--- src/rtl/esc_pkg.sv ---
// esc_pkg: shared types and constants for the ESC/servo PWM output stage.
//   arm_state_t : arm/disarm safety FSM states
//   CH_COUNT    : number of decoder channels presented to the output stage
//   CH_W        : bit width of one channel value
//   CH_MAX      : largest meaningful channel value; larger inputs are clamped
//   WID_W       : width of the frame counter and pulse-width arithmetic
package esc_pkg;

  typedef enum logic [1:0] {
    DISARMED = 2'd0,
    ARMING   = 2'd1,
    ARMED    = 2'd2
  } arm_state_t;

  localparam int CH_COUNT = 13;
  localparam int CH_W     = 12;
  localparam int CH_MAX   = 999;
  localparam int WID_W    = 15;

  // Clamp a raw channel value into 0..CH_MAX and widen it for width arithmetic.
  function automatic logic [WID_W-1:0] clamp_ch(input logic [CH_W-1:0] v);
    logic [CH_W-1:0] c;
    c = (v > CH_W'(CH_MAX)) ? CH_W'(CH_MAX) : v;
    return WID_W'(c);
  endfunction

endpackage

--- src/rtl/pwm_channel.sv ---
// pwm_channel: one PWM output bit driven from the shared frame counter.
//   clk   : system clock (1 MHz, one cycle per microsecond)
//   rst   : asynchronous active-high reset, forces the pin low at once
//   cnt   : frame counter, 0..PERIOD_US-1
//   width : pulse width in cycles for the current frame
//   pwm   : registered pulse output
// The compare is registered, so the pin rises on the edge after cnt = 0 and
// stays high for exactly width cycles.
module pwm_channel
  import esc_pkg::*;
(
  input  logic             clk,
  input  logic             rst,
  input  logic [WID_W-1:0] cnt,
  input  logic [WID_W-1:0] width,
  output logic             pwm
);

  always_ff @(posedge clk or posedge rst) begin
    if (rst) pwm <= 1'b0;
    else     pwm <= (cnt < width);
  end

endmodule

--- src/rtl/esc_pwm_out.sv ---
// esc_pwm_out: ESC/servo output stage behind the PPM decoder.
//   clk   : system clock, 1 MHz
//   rst   : asynchronous active-high reset
//   ch    : CH_COUNT decoder channel values, nominally 0..999
//   pwm   : N_OUT pulse outputs, 1000 + value us while armed, MIN_US otherwise
//   armed : high while the safety FSM is in ARMED
//   frame : one-cycle strobe during the cycle in which cnt = 0
// Everything that changes the pulse shape (channel sampling, FSM step, width
// latch) happens on the single wrap edge of the frame counter, so a pulse is
// never truncated or stretched mid-frame.
module esc_pwm_out
  import esc_pkg::*;
#(
  parameter int N_OUT       = 4,
  parameter int PERIOD_US   = 20000,
  parameter int MIN_US      = 1000,
  parameter int THR_CH      = 2,
  parameter int ARM_CH      = 4,
  parameter int THR_ARM_MAX = 50,
  parameter int ARM_SW_MIN  = 500,
  parameter int ARM_FRAMES  = 25
) (
  input  logic                             clk,
  input  logic                             rst,
  input  logic [CH_COUNT-1:0][CH_W-1:0]    ch,
  output logic [N_OUT-1:0]                 pwm,
  output logic                             armed,
  output logic                             frame
);

  localparam int AC_W = $clog2(ARM_FRAMES + 1);

  logic [WID_W-1:0]              cnt;
  logic                          wrap;
  arm_state_t                    state;
  logic [AC_W-1:0]               arm_cnt;
  logic [AC_W-1:0]               arm_cnt_inc;
  logic [N_OUT-1:0][WID_W-1:0]   width;
  logic [N_OUT-1:0][WID_W-1:0]   w_armed;
  logic [N_OUT-1:0][WID_W-1:0]   w_min;
  logic                          sw_on;
  logic                          q;
  logic                          unused_ch;

  // Only a few channels feed this stage; the rest are deliberately ignored.
  assign unused_ch = ^ch;

  assign wrap        = (cnt == WID_W'(PERIOD_US - 1));
  assign sw_on       = (ch[ARM_CH] >= CH_W'(ARM_SW_MIN));
  assign q           = (ch[THR_CH] < CH_W'(THR_ARM_MAX)) && sw_on;
  assign arm_cnt_inc = arm_cnt + AC_W'(1);

  // Frame counter and boundary strobe.
  always_ff @(posedge clk or posedge rst) begin
    if (rst) begin
      cnt   <= '0;
      frame <= 1'b0;
    end else begin
      frame <= wrap;
      cnt   <= wrap ? '0 : cnt + WID_W'(1);
    end
  end

  // Candidate widths for the next frame, one per output.
  for (genvar i = 0; i < N_OUT; i++) begin : g_w
    assign w_armed[i] = WID_W'(MIN_US) + clamp_ch(ch[i]);
    assign w_min[i]   = WID_W'(MIN_US);
  end

  // Arm FSM. Steps only on the frame edge; widths and armed are latched from
  // the state being entered, so a disarm already yields MIN_US pulses in the
  // very next frame.
  always_ff @(posedge clk or posedge rst) begin
    if (rst) begin
      state   <= DISARMED;
      arm_cnt <= '0;
      armed   <= 1'b0;
      width   <= w_min;
    end else if (wrap) begin
      width <= w_min;
      armed <= 1'b0;
      case (state)
        DISARMED: begin
          if (q) begin
            state   <= ARMING;
            arm_cnt <= AC_W'(1);
          end
        end
        ARMING: begin
          if (!q) begin
            state   <= DISARMED;
            arm_cnt <= '0;
          end else begin
            arm_cnt <= arm_cnt_inc;
            if (arm_cnt_inc == AC_W'(ARM_FRAMES)) begin
              state <= ARMED;
              armed <= 1'b1;
              width <= w_armed;
            end
          end
        end
        ARMED: begin
          // Throttle is ignored once armed; only the switch can disarm.
          if (!sw_on) begin
            state   <= DISARMED;
            arm_cnt <= '0;
          end else begin
            armed <= 1'b1;
            width <= w_armed;
          end
        end
        default: begin
          state   <= DISARMED;
          arm_cnt <= '0;
        end
      endcase
    end
  end

  for (genvar i = 0; i < N_OUT; i++) begin : g_ch
    pwm_channel u_ch (
      .clk   (clk),
      .rst   (rst),
      .cnt   (cnt),
      .width (width[i]),
      .pwm   (pwm[i])
    );
  end

endmodule

--- config.mk ---
export PLATFORM = sky130hd
export DESIGN_NAME = esc_pwm_out
export DESIGN_NICKNAME = d
export VERILOG_FILES = /design/src/rtl/esc_pkg.sv /design/src/rtl/pwm_channel.sv /design/src/rtl/esc_pwm_out.sv
export SDC_FILE = /design/constraint.sdc
export NUM_CORES = 1
export LEC_CHECK = 0
export ABC_AREA = 1
export BUFFER_PORTS_ARGS = -buffer_cell sky130_fd_sc_hd__buf_2
export CAP_MARGIN = 30
export CELL_PAD_IN_SITES_DETAIL_PLACEMENT = 0
export CELL_PAD_IN_SITES_GLOBAL_PLACEMENT = 2
export CORE_MARGIN = 2
export CORE_UTILIZATION = 27
export CTS_BUF_LIST = sky130_fd_sc_hd__clkbuf_4
export CTS_CLUSTER_SIZE = 10
export DETAILED_ROUTE_END_ITERATION = 8
export PLACE_DENSITY_LB_ADDON = 0.1
export SYNTH_ARGS = -nofsm -noshare
export SYNTH_HDL_FRONTEND = slang
export SYNTH_SLANG_ARGS = --single-unit
--- constraint.sdc ---
create_clock -name clk -period 2.13 [get_ports clk]
set_input_delay 0.1065 -clock clk [delete_from_list [all_inputs] [get_ports clk]]
set_output_delay 0.1065 -clock clk [all_outputs]
set_load 0.05 [all_outputs]
==> out/metrics.csv, run 1 <==
stage,metric,value,unit
yosys,synthArstFlopShare,1.00,
floorplanning,die_w,153,µm
yosys,syn-num-nets,1008,
sta,timing.final.crit_share,0.910,
status,outcome,"finished, final reports clean",
final_layout,syn_to_final_growth,20.9,%
worst_setup_path,crit_fanout,15,
sta,totalNegativeSetupSlack,0,ps
worst_setup_path,crit_top_cell,nand2_1,
final_layout,mostFrequentLayoutCell,nand2_1,
worst_setup_path,path_cells,ha_1 > xor2_1 > nor2_1 > nand3_2 > nor2_4 > nand2_1 > nand2_1 > nand2_2 > buf_6 > o21ai_0,
sta,slew_headroom,0.654,
grt,grt_max_degree,35,
power,power.density_cell_area,400,nW/µm²
yosys,synth.avg_cell_area,7.51,µm²
grt,grt_pass1_wl,28200,µm
yosys,yosysWarningCount,0,
clock_network,clock_sinks,80,
placement,pre_cts_ws,117,ps
worst_setup_path,cp_slowest_cell,dfrtp_1,
sta,tightest_slew,515,ps
clock_network,numCtsBuffers,9,
route,via_count,5418,
sta,rsz0062_at_grt,yes,
final_layout,fillCellCount,2363,
final_layout,drive_above_1_share,0.227,
floorplanning,initial_core_util,0.274,
route,ant_nets,0,
floorplanning,fp.dieH,153,µm
final_layout,fin_nets,1120,
route,finalWirelength,17300,µm
placement,routabilityCongestion,0.761,
sta,fmax,516,MHz
grt,grt_usage,0.154,
yosys,yosys_register_bits,80,
worst_setup_path,start_kind,flop,
yosys,synth_top_family_by_area,simple AND/OR/NAND/NOR gates,
yosys,netlist_instances,793,
floorplanning,core,21800,µm²
clock_network,clock_path_buffers,2,
yosys,ys_types,42,
worst_setup_path,rrSetupSlack,190,ps
final_layout,ff_latch_area,2030,µm²
yosys,ys.flop_type,dfrtp_1,
sta,layout_setup_ws,192,ps
floorplanning,die_area,23300,µm²
clock_network,cts_tree,built,
sta,holdWs,82.6,ps
worst_setup_path,path_class,flop to flop,
yosys,muxShareOfSynthArea,0,
route,drc,0,
final_layout,final_cell_mix,"nand2_1, inv_1, nor2_1",
worst_setup_path,crit_arrival,2330,ps
clock_network,clk_pin_slew,130,ps
clock_network,h-tree-depth,3,
grt,grt_antenna_before_repair,1,
flow_run,max_cap_violations,0,
clock_network,clk_latency,460,ps
yosys,synth-simple-area-share,0.287,
grt,grt_pass1_vias,5318,
route,first_iter_violations,270,
final_layout,multi_input_area,3260,µm²
sta,setup_viol,0,
floorplanning,rows,54,
sta,finClkSkew,22.8,ps
power,vdd_drop_max,0.194,mV
worst_hold_path,hold_path.class,input port to flop,
clock_network,clock-root-buffer,clkbuf_4,
yosys,synth_xor_area_frac,0.0176,
sta,slew_viol_final,0,
route,dr.pass1.iters,4,
yosys,synth-compound-area-share,0.120,
yosys,yosysSeqAreaShare,0.341,
route,vias_per_cell,4.55,
yosys,synth_edf_count,0,
route,wl_per_cell,14.5,µm
yosys,synth_area,5960,µm²
power,p_leak,3.70,nW
grt,gr-total-overflow,0,
yosys,synth_adder_area_share,0.120,
worst_setup_path,cpPeakStageDelay,430,ps
worst_setup_path,cp-end-kind,flop,
worst_setup_path,cp.required,2520,ps
placement,port_buffers,65,
sta,hold_viol,0,
floorplanning,io_pins,164,
sta,period_needed,1940,ps
placement,hpwl,13500,µm
[final timing paths]
path / start / endpoint / cells past startpoint
min reg2reg: armed / armed / 2
min: ch[47] / width[50] / 6
max: arm_cnt[0] / width[0] / 10
max in group asynchronous: rst / width[24] / 4
max reg2reg: arm_cnt[0] / width[0] / 10
min in group asynchronous: rst / width[46] / 3
[routing by layer]
| layer | up-vias | routed length (µm) | GRT usage | share of wire |
|---|---|---|---|---|
| met4 | 0 | 221 | 0.0463 | 0.013 |
| met3 | 12 | 698 | 0.0145 | 0.040 |
| met1 | 2520 | 8510 | 0.217 | 0.49 |
| met2 | 85 | 7820 | 0.251 | 0.45 |
| li1 | 2801 | - | - | - |
| met5 | - | 0 | 0 | 0 |
[repair_timing]
item | in CTS | in global routing
hold endpoints to repair | 77 | 0
endpoints found under the setup margin | 0 | 16
hold buffers | 16 | 0
buffers inserted | 0 | 8
gates resized for setup | 0 | 12
[flip-flops by register name, summed over array words and instances, names as in the netlist]
register / cells
frame: 1
g_ch.u_ch.pwm: 4
state: 2
cnt: 15
arm_cnt: 5
width: 52
armed: 1
[cell usage after synthesis, types with 7 or more instances]
| cell | n | area [µm²] |
|---|---|---|
| a22oi_1 | 9 | 67.6 |
| a21oi_1 | 42 | 210 |
| nand4_1 | 15 | 93.8 |
| nand2_2 | 9 | 56.3 |
| nor2_1 | 81 | 304 |
| nand2_1 | 159 | 597 |
| ha_1 | 57 | 713 |
| o21ai_0 | 28 | 140 |
| a211oi_1 | 10 | 75.1 |
| buf_4 | 8 | 60.1 |
| nor3_1 | 9 | 45.0 |
| dfstp_2 | 24 | 631 |
| nand3_1 | 63 | 315 |
| dfrtp_1 | 56 | 1400 |
| inv_2 | 10 | 37.5 |
| o22ai_2 | 9 | 113 |
| inv_1 | 128 | 480 |
| o21ai_1 | 7 | 35.0 |
| xor2_1 | 10 | 87.6 |
[cell type report]
cell class                      count  area share
Clock inverter                      4     0.00990
Timing Repair Buffer              122       0.120
Inverter                          140      0.0745
Clock buffer                       12      0.0125
Tap cell                          280      0.0486
Multi-Input combinational cell    552       0.452
Sequential cell                    80       0.282
Antenna cell                        1    0.000347
[per-stage QoR]
stage,std cells,util,cell area (µm²),power [mW]
global route,1191,0.331,7200,3.02
CTS,1182,0.326,7100,2.93
detailed placement,1150,0.312,6780,1.81
global placement,1150,0.312,6780,1.81
floorplan,793,-,5960,1.68
finish,1191,0.331,7200,2.88
[power by group]
part | switching (mW) | internal, mW | total [mW] | leakage [nW]
logic | 0.170 | 0.116 | 0.285 | 2.75
clock network | 0.559 | 0.513 | 1.07 | 0.0852
registers | 0 | 1.52 | 1.52 | 0.859
total | 0.729 | 2.15 | 2.88 | 3.70
[critical path: cells and delay by family (launching register included)]
kind | cells | cell delay [ps]
xor gates and xnor gates | 1 | 160
adders and majority gates | 1 | 250
AOI/OAI and AO/OA | 1 | 150
buffers and inverters | 1 | 180
DFF | 1 | 430
and+or+nand+nor | 6 | 690
[cells by family (layout without fill, tap and decap cells)]
kind of cell | after synthesis | after routing
buffers and inverters | 161 | 278
flip-flops | 80 | 80
adder cells (fa/ha/maj) | 57 | 57
XOR/XNOR | 12 | 12
AND/OR/NAND/NOR | 369 | 369
AO/OA/AOI/OAI | 114 | 114
other | 0 | 1
Power figures use the tool's default switching activity.
==> run 2, diff against run 1 <==
--- a/config.mk
+++ b/config.mk
@@ -5,14 +5,12 @@
 export SDC_FILE = /design/constraint.sdc
 export NUM_CORES = 1
 export LEC_CHECK = 0
-export ABC_AREA = 1
 export BUFFER_PORTS_ARGS = -buffer_cell sky130_fd_sc_hd__buf_2
 export CAP_MARGIN = 30
 export CELL_PAD_IN_SITES_DETAIL_PLACEMENT = 0
 export CELL_PAD_IN_SITES_GLOBAL_PLACEMENT = 2
 export CORE_MARGIN = 2
 export CORE_UTILIZATION = 27
-export CTS_BUF_LIST = sky130_fd_sc_hd__clkbuf_4
 export CTS_CLUSTER_SIZE = 10
 export DETAILED_ROUTE_END_ITERATION = 8
 export PLACE_DENSITY_LB_ADDON = 0.1
==> out/metrics.csv, run 2 <==
stage,metric,value,unit,change
yosys,synth.avg_cell_area,8.57,µm²,was 7.51 µm²
sta,timing.final.crit_share,0.946,,was 0.910
grt,grt_busiest_layer,met2,,unchanged
power,p_total,3.26,mW,was 2.88 mW
status,outcome,"finished, final reports clean",,unchanged
worst_hold_path,hold_end,width[16],,was width[50]
power,power.density_cell_area,481,nW/µm²,was 400 nW/µm²
yosys,synth_most_common_cell,nor2_1,,was nand2_1
final_layout,insertedDiodeCount,0,,was 1
clock_network,clock_path_buffers,2,,unchanged
final_layout,ff_latch_area,2030,µm²,about the same
floorplanning,io_pins,164,,unchanged
grt,grt_antenna_before_repair,0,,was 1
worst_setup_path,cp.required,2400,ps,was 2520 ps
yosys,yosysSeqAreaShare,0.376,,was 0.341
worst_setup_path,crit_arrival,2280,ps,was 2330 ps
clock_network,clock_sinks,80,,unchanged
yosys,synth_area,5410,µm²,was 5960 µm²
yosys,netlist_instances,631,,was 793
final_layout,fin_nets,956,,was 1120
final_layout,fillCellCount,2062,,was 2363
final_layout,regMostFlops,width,,unchanged
yosys,yosysTopAreaCellShare,0.259,,was 0.235
yosys,yosysWarningCount,0,,unchanged
yosys,synthTopCellsByArea,"dfrtp_1, ha_1, dfstp_2",,unchanged
worst_setup_path,cpPeakStageDelay,460,ps,was 430 ps
floorplanning,fp.dieH,146,µm,was 153 µm
floorplanning,core,19600,µm²,was 21800 µm²
sta,tightest_slew,500,ps,was 515 ps
floorplanning,rows,51,,was 54
sta,period_needed,2020,ps,was 1940 ps
clock_network,clk_pin_slew,60,ps,was 130 ps
worst_setup_path,critPathBufInv,1,,unchanged
worst_setup_path,worst_path_dominant_cell_family,compound AO/OA/AOI/OAI gates,,was simple AND/OR/NAND/NOR gates
placement,dp_cells,986,,was 1150
worst_hold_path,min_from,ch[13],,was ch[47]
worst_setup_path,start_kind,flop,,unchanged
floorplanning,initial_core_util,0.276,,was 0.274
grt,grt_pass1_wl,25600,µm,was 28200 µm
clock_network,numCtsBuffers,9,,unchanged
worst_setup_path,cp-end-kind,flop,,unchanged
final_layout,final_cell_count_no_fill,1010,,was 1191
grt,globalRouteMet1Util,0.213,,was 0.217
route,via_count,4837,,was 5418
final_layout,largest_reg_flops,52,,unchanged
floorplanning,die_w,146,µm,was 153 µm
placement,hpwl,11600,µm,was 13500 µm
yosys,yosys_register_bits,80,,unchanged
sta,setup_viol,0,,unchanged
worst_hold_path,hold_depth,3,,was 6
worst_hold_path,hold_path.class,input port to flop,,unchanged
route,first_iter_violations,219,,was 270
clock_network,cts_tree,built,,unchanged
yosys,ys.flop_type,dfrtp_1,,unchanged
final_layout,syn_to_final_growth,25.3,%,was 20.9%
route,vias_per_cell,4.79,,was 4.55
sta,fmax,496,MHz,was 516 MHz
worst_setup_path,path_class,flop to flop,,unchanged
route,ant_nets,0,,unchanged
placement,port_buffers,65,,unchanged
yosys,syn-num-nets,846,,was 1008
power,vdd_drop_max,0.248,mV,was 0.194 mV
yosys,synth_edf_count,0,,unchanged
worst_setup_path,cp_slowest_cell,dfrtp_2,,was dfrtp_1
flow_run,max_cap_violations,0,,unchanged
worst_setup_path,r2r_cells,8,,was 10
yosys,synth_area_leader_cell,dfrtp_1,,unchanged
final_layout,drive_above_1_share,0.248,,was 0.227
worst_setup_path,cp-startpoint,cnt[2],,was arm_cnt[0]
worst_setup_path,path_cells,ha_1 > a21oi_1 > o21ai_0 > buf_4 > a41o_1 > a21oi_1 > o21ai_1 > a31oi_1,,was ha_1 > xor2_1 > nor2_1 > nand3_2 > nor2_4 > nand2_1 > nand2_1 > nand2_2 > buf_6 > o21ai_0
final_layout,mostFrequentLayoutCell,buf_2,,was nand2_1
worst_setup_path,r2r-start,cnt[2],,was arm_cnt[0]
power,p_leak,3.19,nW,was 3.70 nW
grt,grt_use_met2,0.244,,was 0.251
yosys,ys_top_cells_by_count,"nor2_1, inv_1, ha_1, a21oi_1, dfrtp_1",,"was nand2_1, inv_1, nor2_1, nand3_1, ha_1"
worst_setup_path,crit_fanout,5,,was 15
clock_network,clock-root-buffer,clkbuf_16,,was clkbuf_4
final_layout,final_core_util,0.346,,was 0.331
worst_setup_path,crit_top_cell,a21oi_1,,was nand2_1
grt,grt_max_degree,81,,was 35
grt,gr-total-overflow,0,,unchanged
grt,grt_pass1_vias,4779,,was 5318
yosys,ys_types,52,,was 42
route,dr.pass1.iters,4,,unchanged
final_layout,reg_top3,"width: 52 flops, cnt: 15 flops, arm_cnt: 5 flops",,unchanged
grt,met3_usage,0.0263,,was 0.0145
placement,routabilityCongestion,0.728,,was 0.761
grt,grt_usage,0.153,,was 0.154
route,drc,0,,unchanged
final_layout,final_cell_mix,"buf_2, nor2_1, inv_1",,"was nand2_1, inv_1, nor2_1"
route,finalWirelength,15800,µm,was 17300 µm
floorplanning,die_area,21200,µm²,was 23300 µm²
route,wl_per_cell,15.6,µm,was 14.5 µm
yosys,synthArstFlopShare,1.00,,unchanged
sta,slew_viol_final,0,,unchanged
clock_network,clk_latency,360,ps,was 460 ps
sta,finClkSkew,10.8,ps,was 22.8 ps
worst_setup_path,r2r_end,g_ch[3].u_ch.pwm,,was width[0]
clock_network,h-tree-depth,3,,unchanged
sta,hold_viol,0,,unchanged
worst_setup_path,rrSetupSlack,110,ps,was 190 ps
sta,slew_headroom,0.658,,was 0.654
sta,rsz0062_at_grt,yes,,unchanged
final_layout,multi_input_area,3100,µm²,was 3260 µm²
## run 2: worst register-to-register path: cells and delay by family, from the launching register on
family | cells | cell delay [ps]
flip-flops | 1 | 460
adder cells (fa/ha/maj) | 1 | 330
buffers and inverters | 1 | 160
AO/OA/AOI/OAI | 6 | 980
## run 2: where the power goes
part           leakage (nW)  total (mW)  internal [mW]  switching, mW
Sequential            0.883        1.52           1.52              0
Combinational          2.18       0.250          0.103          0.147
Clock                 0.130        1.49          0.813          0.676
## run 2: final cells by class
cell class	instances	share of cell area
multi-input cells	468	0.458
clock buffers	10	0.0352
inverters	60	0.0334
well taps	265	0.0489
clock inverters	5	0.00498
repair buffers	122	0.120
flip-flops and latches	80	0.300
## run 2: logic make-up after synthesis
| family | share of synthesized area |
|---|---|
| DFF | 0.376 |
| xor gates and xnor gates | 0.0486 |
| and+or+nand+nor | 0.192 |
| AOI/OAI and AO/OA | 0.186 |
| adders and majority gates | 0.132 |
| buffers and inverters | 0.0636 |
| muxes | 0.00208 |
## run 2: per-stage QoR
stage,TNS (ps),setup WS [ps],hold WS [ps],cell area (µm²)
6_report,0,115,4.18,6780
3_5_place_dp,-354,-61.6,243,6350
2_1_floorplan,0,11.5,264,5410
4_1_cts,0,6.41,0.0609,6660
5_1_grt,-59.5,-28.7,11.5,6780
3_3_place_gp,-337,-75.0,234,6350
## run 2: worst max path at each step
stage                     slack (ps)                to  depth (start not counted)
after global routing             -30         width[39]                          8
after CTS                          6          width[9]                          8
after detailed placement         -60          width[8]                          7
after global placement           -80         width[54]                          7
after floorplan                   10        arm_cnt[0]                          1
final                            110  g_ch[3].u_ch.pwm                          8
## run 2: what timing repair did
action,CTS,global route
gates resized for setup,1,28
endpoints found under the setup margin,6,50
hold buffers,3,0
gates cloned,0,0
endpoints found under the hold margin,58,0
buffers inserted,0,6
pin swaps,0,6
## run 2: layer usage
metal  share of wire  routed length, µm  up-vias
met4           0.015                238        0
met1            0.51               8000     2298
li1                -                  -     2441
met2            0.45               7030       83
met5               0                  0        -
met3           0.031                485       15
==> run 3, diff against run 2 <==
--- a/config.mk
+++ b/config.mk
@@ -5,6 +5,7 @@
 export SDC_FILE = /design/constraint.sdc
 export NUM_CORES = 1
 export LEC_CHECK = 0
+export ABC_AREA = 1
 export BUFFER_PORTS_ARGS = -buffer_cell sky130_fd_sc_hd__buf_2
 export CAP_MARGIN = 30
 export CELL_PAD_IN_SITES_DETAIL_PLACEMENT = 0
==> out/metrics.csv, run 3 (same netlist as run 1, synthesis figures left out) <==
stage,metric,value,unit,change
status,outcome,"finished, final reports clean",,unchanged
power,vdd_drop_max,0.360,mV,was 0.248 mV
worst_setup_path,crit_top_cell,nand3_2,,was a21oi_1
sta,rsz0062_at_grt,no,,was yes
route,vias_per_cell,4.57,,was 4.79
flow_run,max_cap_violations,0,,unchanged
clock_network,clock-root-buffer,clkbuf_16,,unchanged
clock_network,h-tree-depth,3,,unchanged
floorplanning,fp.dieH,153,µm,was 146 µm
floorplanning,die_w,153,µm,was 146 µm
route,via_count,5339,,was 4837
clock_network,clk_latency,340,ps,was 360 ps
sta,timing.final.crit_share,0.906,,was 0.946
grt,gr-total-overflow,0,,unchanged
worst_setup_path,critPathBufInv,2,,was 1
placement,hpwl,13500,µm,was 11600 µm
placement,routabilityCongestion,0.761,,was 0.728
worst_setup_path,cp.required,2400,ps,about the same
route,ant_nets,0,,unchanged
sta,finClkSkew,9.23,ps,was 10.8 ps
final_layout,regMostFlops,width,,unchanged
clock_network,cts_tree,built,,unchanged
sta,fmax,518,MHz,was 496 MHz
route,first_iter_violations,224,,was 219
final_layout,final_cell_count_no_fill,1169,,was 1010
floorplanning,rows,54,,was 51
sta,holdWs,23.0,ps,was 4.18 ps
worst_hold_path,hold_path.class,input port to flop,,unchanged
final_layout,reg_top3,"width: 52 flops, cnt: 15 flops, arm_cnt: 5 flops",,unchanged
route,finalWirelength,17100,µm,was 15800 µm
power,power.density_cell_area,485,nW/µm²,was 481 nW/µm²
placement,dp_cells,1150,,was 986
sta,hold_viol,0,,unchanged
route,wl_per_cell,14.7,µm,was 15.6 µm
floorplanning,initial_core_util,0.274,,was 0.276
worst_setup_path,cp-end-kind,flop,,unchanged
worst_setup_path,start_kind,flop,,unchanged
final_layout,mostFrequentLayoutCell,nand2_1,,was buf_2
floorplanning,io_pins,164,,unchanged
final_layout,drive_above_1_share,0.219,,was 0.248
final_layout,final_cell_mix,"nand2_1, inv_1, nor2_1",,"was buf_2, nor2_1, inv_1"
clock_network,clock_path_buffers,2,,unchanged
route,dr.pass1.iters,4,,unchanged
grt,grt_pass1_wl,28100,µm,was 25600 µm
worst_setup_path,cp_slowest_cell,dfrtp_1,,was dfrtp_2
clock_network,clock_sinks,80,,unchanged
sta,slew_headroom,0.654,,was 0.658
floorplanning,die_area,23300,µm²,was 21200 µm²
sta,period_needed,1930,ps,was 2020 ps
grt,grt_usage,0.153,,about the same
sta,tightest_slew,515,ps,was 500 ps
final_layout,syn_to_final_growth,20.0,%,was 25.3%
grt,grt_pass1_vias,5242,,was 4779
final_layout,final_core_util,0.329,,was 0.346
clock_network,numCtsBuffers,9,,unchanged
worst_setup_path,crit_arrival,2200,ps,was 2280 ps
worst_setup_path,worst_path_dominant_cell_family,simple AND/OR/NAND/NOR gates,,was compound AO/OA/AOI/OAI gates
route,drc,0,,unchanged
clock_network,clk_pin_slew,60,ps,about the same
sta,setup_viol,0,,unchanged
grt,grt_max_degree,35,,was 81
final_layout,fin_nets,1099,,was 956
final_layout,largest_reg_flops,52,,unchanged
worst_setup_path,path_class,flop to flop,,unchanged
grt,grt_antenna_before_repair,0,,unchanged
sta,totalNegativeSetupSlack,0,ps,unchanged
final_layout,insertedDiodeCount,0,,unchanged
sta,slew_viol_final,0,,unchanged
worst_setup_path,path_cells,ha_1 > xor2_1 > nor2_1 > nand3_2 > nor2_4 > buf_12 > nand3_2 > nand2_2 > nand3_1 > o21ai_1 > inv_1,,was ha_1 > a21oi_1 > o21ai_0 > buf_4 > a41o_1 > a21oi_1 > o21ai_1 > a31oi_1
final_layout,fillCellCount,2347,,was 2062
floorplanning,core,21800,µm²,was 19600 µm²
power,p_leak,3.67,nW,was 3.19 nW
placement,port_buffers,65,,unchanged
power,p_total,3.46,mW,was 3.26 mW
worst_setup_path,cpPeakStageDelay,410,ps,was 460 ps
worst_setup_path,crit_fanout,19,,was 5
==> run 3: changes by cell type in the layout (fill, tap and decap cells not counted), sizes merged, moves of 8 or more <==
cell    change
nand2     +121
inv        +77
nand3      +40
o21ai      -26
nor2       +25
buf        -18
xnor2      -16
a21oi      -13
a211oi     +10
a22oi      +10
o22ai      -10
a21o        -9
and4        -8
==> run 3: area by class of cell <==
| class | instances | area (µm²) | share of cell area |
|---|---|---|---|
| Clock buffer | 13 | 250 | 0.0350 |
| Clock inverter | 3 | 67.6 | 0.00945 |
| Inverter | 140 | 537 | 0.0751 |
| Multi-Input combinational cell | 552 | 3240 | 0.454 |
| Sequential cell | 80 | 2030 | 0.284 |
| Tap cell | 280 | 350 | 0.0490 |
| Timing Repair Buffer | 101 | 668 | 0.0935 |
==> run 3: path summary, 6_finish.rpt <==
path	start	end	slack, ps	cells after the start
setup reg to reg	arm_cnt[0]	width[39]	200	11
setup / recovery	arm_cnt[0]	width[39]	200	11
hold reg to reg	armed	armed	480	2
hold / removal	ch[38]	width[47]	20	3
max in group asynchronous	rst	width[24]	1220	4
min in group asynchronous	rst	width[47]	270	3
==> run 3: through the flow <==
step | instance area, µm² | worst slack (ps)
detailed placement | 6780 | 117
finish | 7150 | 201
floorplan | 5960 | 11.5
global placement | 6780 | 152
CTS | 7110 | 90.9
global route | 7150 | 6.16
==> run 3: routing by layer <==
layer,up-vias,global-route usage,wire length (µm)
li1,2758,-,-
met1,2488,0.218,8670
met2,82,0.248,7780
met3,11,0.0162,475
met4,0,0.0410,208
met5,-,0,0
==> run 3: what timing repair did <==
item / 4_1_cts / 5_1_grt
gates resized for setup: 0 / 7
buffers inserted: 0 / 2
hold endpoints to repair: 14 / 0
setup endpoints to repair: 0 / 10
hold buffers: 1 / 0
==> run 3: power breakdown <==
| group | switching (mW) | internal (mW) |
|---|---|---|
| logic | 0.164 | 0.0968 |
| registers | 0 | 1.52 |
| clock network | 0.621 | 1.06 |
==> run 3: tightest hold or removal path: stages <==
cell	delay, ps
buf_2	70
nor2_1	40
o22ai_2	90
